==> src/rtl/sprite_hshrink_writer.sv <==
// Chained-X sprite writer: shrink-decimates 16 source pixels per sprite into line-buffer writes; LB_* are registered one cycle after the consuming PIX_CE.
// No backpressure: the source is paced by PIX_CE, and a LOAD always aborts the sprite in progress and restarts.
module sprite_hshrink_writer (
    input  logic        CLK_24M,
    input  logic        RESETP,
    input  logic        PIX_CE,
    input  logic        NEW_LINE,
    input  logic        LOAD,
    input  logic [13:0] PIPE_C,
    input  logic [7:0]  PAL,
    input  logic [3:0]  PIX_COLOR,
    output logic        PIX_REQ,
    output logic        BUSY,
    output logic [8:0]  LB_ADDR,
    output logic [11:0] LB_DATA,
    output logic        LB_WE
);

    typedef enum logic {ST_IDLE, ST_DRAW} state_t;

    state_t      state_q, state_d;
    logic [3:0]  pix_cnt_q, pix_cnt_d;
    logic [3:0]  acc_q, acc_d;
    logic [3:0]  shrink_q, shrink_d;
    logic [7:0]  pal_q, pal_d;
    logic [8:0]  x_cur_q, x_cur_d;
    logic [8:0]  next_x_q, next_x_d;
    logic        chain_valid_q, chain_valid_d;
    logic        lb_we_q, lb_we_d;
    logic [8:0]  lb_addr_q, lb_addr_d;
    logic [11:0] lb_data_q, lb_data_d;

    logic        load_chain;
    logic [8:0]  load_base;
    logic [4:0]  sum;

    // NEW_LINE in the same cycle as LOAD must already kill the chain base.
    assign load_chain = PIPE_C[13] & chain_valid_q & ~NEW_LINE;
    assign load_base  = load_chain ? next_x_q : PIPE_C[8:0];
    assign sum        = {1'b0, acc_q} + {1'b0, shrink_q} + 5'd1;

    always_comb begin
        state_d       = state_q;
        pix_cnt_d     = pix_cnt_q;
        acc_d         = acc_q;
        shrink_d      = shrink_q;
        pal_d         = pal_q;
        x_cur_d       = x_cur_q;
        next_x_d      = next_x_q;
        chain_valid_d = chain_valid_q;
        lb_we_d       = 1'b0;
        lb_addr_d     = lb_addr_q;
        lb_data_d     = lb_data_q;

        if (NEW_LINE) begin
            chain_valid_d = 1'b0;
        end

        if (LOAD) begin
            shrink_d      = PIPE_C[12:9];
            pal_d         = PAL;
            x_cur_d       = load_base;
            next_x_d      = load_base + {5'd0, PIPE_C[12:9]} + 9'd1;
            chain_valid_d = 1'b1;
            pix_cnt_d     = 4'd0;
            acc_d         = 4'd0;
            state_d       = ST_DRAW;
        end else if (state_q == ST_DRAW && PIX_CE) begin
            acc_d     = sum[3:0];
            pix_cnt_d = pix_cnt_q + 4'd1;
            if (sum[4]) begin
                // Transparent kept pixels still advance X.
                x_cur_d = x_cur_q + 9'd1;
                if (PIX_COLOR != 4'd0) begin
                    lb_we_d   = 1'b1;
                    lb_addr_d = x_cur_q;
                    lb_data_d = {pal_q, PIX_COLOR};
                end
            end
            if (pix_cnt_q == 4'd15) begin
                state_d = ST_IDLE;
            end
        end
    end

    always_ff @(posedge CLK_24M or posedge RESETP) begin
        if (RESETP) begin
            state_q       <= ST_IDLE;
            pix_cnt_q     <= 4'd0;
            acc_q         <= 4'd0;
            shrink_q      <= 4'd0;
            pal_q         <= 8'd0;
            x_cur_q       <= 9'd0;
            next_x_q      <= 9'd0;
            chain_valid_q <= 1'b0;
            lb_we_q       <= 1'b0;
            lb_addr_q     <= 9'd0;
            lb_data_q     <= 12'd0;
        end else begin
            state_q       <= state_d;
            pix_cnt_q     <= pix_cnt_d;
            acc_q         <= acc_d;
            shrink_q      <= shrink_d;
            pal_q         <= pal_d;
            x_cur_q       <= x_cur_d;
            next_x_q      <= next_x_d;
            chain_valid_q <= chain_valid_d;
            lb_we_q       <= lb_we_d;
            lb_addr_q     <= lb_addr_d;
            lb_data_q     <= lb_data_d;
        end
    end

    assign BUSY    = (state_q == ST_DRAW);
    assign PIX_REQ = BUSY & PIX_CE;
    assign LB_WE   = lb_we_q;
    assign LB_ADDR = lb_addr_q;
    assign LB_DATA = lb_data_q;

endmodule

==> config.mk <==
export PLATFORM = sky130hd
export DESIGN_NAME = sprite_hshrink_writer
export DESIGN_NICKNAME = d
export VERILOG_FILES = /design/src/rtl/sprite_hshrink_writer.sv
export SDC_FILE = /design/constraint.sdc
export NUM_CORES = 1
export LEC_CHECK = 0
export ABC_CLOCK_PERIOD_IN_PS = 3100
export BUFFER_PORTS_ARGS = -buffer_cell sky130_fd_sc_hd__buf_4
export CELL_PAD_IN_SITES_DETAIL_PLACEMENT = 1
export CELL_PAD_IN_SITES_GLOBAL_PLACEMENT = 2
export CORE_MARGIN = 1.5
export CORE_UTILIZATION = 37
export DETAILED_ROUTE_END_ITERATION = 10
export GPL_TIMING_DRIVEN = 0
export MAX_ROUTING_LAYER = met4
export PLACE_DENSITY = 0.9
export SLEW_MARGIN = 10
export SYNTH_ARGS = -nofsm -noshare
export SYNTH_HDL_FRONTEND = slang
export SYNTH_SLANG_ARGS = --single-unit
export TNS_END_PERCENT = 30
==> constraint.sdc <==
create_clock -name CLK_24M -period 3.1 [get_ports CLK_24M]
set_input_delay 0.31 -clock CLK_24M [delete_from_list [all_inputs] [get_ports CLK_24M]]
set_output_delay 0.31 -clock CLK_24M [all_outputs]
set_load 0.02 [all_outputs]
==> results.txt <==
----------------------------------------------------
[Flow run]
  Number of max-cap violations ... 0

[Power]
  Total Power ... 2910 uW
  Total power per unit cell area ... 757 nW/um^2
  Static Leakage ... 0.00186 uW
  Maximum ir drop on the vdd rail ... 0.325 mV

[Timing]
  Peak clock frequency supported by timing ... 0.339 GHz
  RSZ-0062 raised after global routing ... no
  Post-route fraction of the period consumed by the critical path ... 95.1%
  Slew HR ... 48.5%
  Setup violators final ... 0
  Setup_tns ... 0 ns
  Final worst path period need ... 2.95 ns
  Count of final max-slew check failures ... 0
  Clock tree skew after final layout ... 0.0137 ns
  Actual slew at the worst max-slew pin ... 0.772 ns
  Number of hold-slack violations in the final timing report ... 0

[Hold path]
  Worst Hold Class ... input pin to async pin

[Yosys]
  Number of enable-type register cells in the synthesized netlist ... 0
  Seq cells post-synth ... 62
  Net count after synthesis ... 294
  Library cells used by synthesis ... 42
  Mux cell area share after synthesis ... 18.8%
  Share of the synthesized area in compound gates (AO/OA/AOI/OAI) ... 7.47%
  Simple-gate area share of the yosys netlist ... 9.46%
  Number of warnings issued by yosys ... 0
  Mapped Cells ... 251
  Mean instance size in the synthesized netlist ... 12.3 um^2
  Fraction of synthesized cell area in xor and xnor cells ... 5.40%
  Proportion of synthesized chip area in sequential cells ... 50.4%
  Proportion of register bits with asynchronous set or reset after synthesis ... 100%
  Dominant combinational cell family by area after synthesis ... multiplexers
  Post-synthesis instance area ... 3080 um^2
  Adder-cell share of the synthesized area ... 5.36%
  Most frequently used flop master after synthesis ... sky130_fd_sc_hd__dfrtp_1

[Routing]
  Vias ... 2169
  Via density per instance ... 5.10
  Remaining antenna violation count ... 0
  Total Routed Length ... 6870 um
  Drt pass-1 iters ... 4
  Iteration-0 DRC count of the detailed router ... 71
  WL per Instance ... 16.2 um
  DRC Markers ... 0

[Final layout]
  Utilization after layout ... 47.3%
  Fraction of layout instances using a drive strength above 1 ... 35.6%
  Leading cell types in the layout, fill and taps excluded ... 62 x sky130_fd_sc_hd__dfrtp_1, 53 x sky130_fd_sc_hd__buf_4, 20 x sky130_fd_sc_hd__mux2_2
  Area growth from synthesis to final layout ... 24.9%
  Non-filler cells, final ... 425
  Net count, final ... 358
  Number of diodes ... 0
  Leading cell type in the layout, fill and taps excluded ... sky130_fd_sc_hd__dfrtp_1

[Place]
  Buffers on Ports ... 53
  Post-DP HPWL ... 4900 um
  Routability congestion estimate from global placement ... 0.781
  Placed cells ... 409

[Critical path]
  CP Data Required Time ... 3.35 ns
  Endpoint of the worst-slack reg-to-reg timing path ... next_x_q[8]
  Critical path fanouts, max ... 10
  Path type of the worst setup path ... register to register
  Reg-to-reg critical path startpoint ... chain_valid_q
  Startpoint type of the worst setup path ... register
  Depth of the worst register-to-register path ... 10
  Crit path capture type ... register
  Flop-to-flop setup slack ... 0.15 ns
  Worst Path Arrival ... 3.20 ns

[CTS]
  Deepest level of the CTS H-tree ... 3
  Cells resized by post-CTS repair ... 0
  Clock latency of the later-clocked register in the worst-skew pair ... 0.35 ns
  CTS tree ... built
  Number of setup buffers added after CTS ... 0
  Root buffer selected by CTS ... sky130_fd_sc_hd__clkbuf_8
  Post-CTS Hold Buffers ... 0
  Clk slew on worst S/H paths ... 0.08 ns
  Num CTS Buffers ... 9
  CTS max path bufs ... 2
  CTS Sinks ... 62

[Floorplanning]
  Initial core utilization ... 37.9%
  Std cell rows ... 33
  Die Ht ... 94.2 um
  Count of pins on the block boundary ... 55
  Die area ... 8880 um^2
  Chip width ... 94.2 um
  Area of the core ... 8130 um^2

[GRT]
  Antenna violations before repair ... 0
  Via count of the first global-routing pass ... 2322
  Global-route wire length before repair ... 11500 um
  Gr usage total ... 17.6%
  Maximum number of pins on one net before global-route repair ... 63
  Grt ovf ... 0

[Outcome]
  Status ... complete, no violations

----------------------------------------------------
[where the power goes]
part | internal [uW] | switching (uW)
Sequential | 1020 | 135
Combinational | 483 | 442
Clock | 518 | 317
[cell type report]
cell class | count | area, um^2
flip-flops and latches | 62 | 1550
plain buffers | 9 | 50.0
repair buffers | 53 | 398
well taps | 105 | 131
multi-input cells | 168 | 1430
clock buffers | 13 | 169
clock inverters | 3 | 65.1
fillers | 871 | 4290
inverters | 12 | 47.5
[critical path: stages, from the launching register on]
cell and delay, ns:
sky130_fd_sc_hd__dfrtp_1 0.39, sky130_fd_sc_hd__nand3b_1 0.26, sky130_fd_sc_hd__buf_2 0.35, sky130_fd_sc_hd__mux2i_1 0.14, sky130_fd_sc_hd__ha_1 0.24, sky130_fd_sc_hd__fa_1 0.43, sky130_fd_sc_hd__nor2b_1 0.19, sky130_fd_sc_hd__o21ai_1 0.12
sky130_fd_sc_hd__a211o_1 0.33, sky130_fd_sc_hd__or3_1 0.31, sky130_fd_sc_hd__o211ai_1 0.09
[cell families (layout without fill, tap and decap cells)]
family                     after synthesis  after routing
AOI/OAI and AO/OA                       35             35
buffers and inverters                   21             90
muxes                                   47             47
DFF                                     62             62
and+or+nand+nor                         55             55
xor gates and xnor gates                19             19
adders and majority gates               12             12
[how the worst max path moves through the flow]
stage | start | end | slack, ns | depth (start not counted)
global placement | NEW_LINE | next_x_q[8] | 0.15 | 11
floorplan | NEW_LINE | next_x_q[8] | 0.57 | 10
detailed placement | NEW_LINE | next_x_q[8] | 0.10 | 11
global route | chain_valid_q | next_x_q[6] | 0.05 | 9
finish | chain_valid_q | next_x_q[8] | 0.15 | 10
CTS | chain_valid_q | next_x_q[8] | 0.16 | 10
[cell usage after synthesis (2+ instances only)]
cell	count	area share, %
sky130_fd_sc_hd__xor2_1	14	4.0
sky130_fd_sc_hd__mux2_4	17	8.3
sky130_fd_sc_hd__nor2_1	11	1.3
sky130_fd_sc_hd__buf_6	2	0.73
sky130_fd_sc_hd__clkbuf_1	5	0.61
sky130_fd_sc_hd__mux2i_1	10	3.2
sky130_fd_sc_hd__ha_1	10	4.1
sky130_fd_sc_hd__nand2_1	19	2.3
sky130_fd_sc_hd__inv_1	11	1.3
sky130_fd_sc_hd__a21oi_1	7	1.1
sky130_fd_sc_hd__nand2b_1	2	0.41
sky130_fd_sc_hd__nand3_1	3	0.49
sky130_fd_sc_hd__a22o_1	3	0.85
sky130_fd_sc_hd__o31ai_1	3	0.73
sky130_fd_sc_hd__nand4_1	9	1.8
sky130_fd_sc_hd__fa_1	2	1.3
sky130_fd_sc_hd__mux2_2	20	7.3
sky130_fd_sc_hd__o21ai_0	10	1.6
sky130_fd_sc_hd__xnor2_1	5	1.4
sky130_fd_sc_hd__a211oi_1	4	0.97
sky130_fd_sc_hd__and3_1	2	0.41
sky130_fd_sc_hd__dfrtp_1	62	50
[per-stage QoR]
step / hold WS (ns) / cell area [um^2] / setup slack [ns]
4_1_cts: 0.132 / 3850 / 0.156
3_3_place_gp: 0.462 / 3610 / 0.153
6_report: 0.122 / 3850 / 0.151
2_1_floorplan: 0.406 / 3080 / 0.570
5_1_grt: 0.172 / 3850 / 0.0464
3_5_place_dp: 0.470 / 3610 / 0.103
[per-layer routing]
metal  part of all wire [%]  wire length, um  track usage, %  vias to the layer above
li1                       -                -               -                     1017
met1                     44             3020            21.3                     1084
met2                     49             3380            28.2                       54
met3                    4.0              278            3.80                       14
met4                    2.7              182            7.71                        0
met5                      0                0               -                        -
[flip-flops by register name, indices dropped and copies added (netlist names), 4 cells and up]
signal / cells
LB_DATA: 12
acc_q: 4
LB_ADDR: 9
x_cur_q: 9
next_x_q: 9
pal_q: 8
shrink_q: 4
pix_cnt_q: 4
No activity file was read; power rests on OpenSTA's default activity.
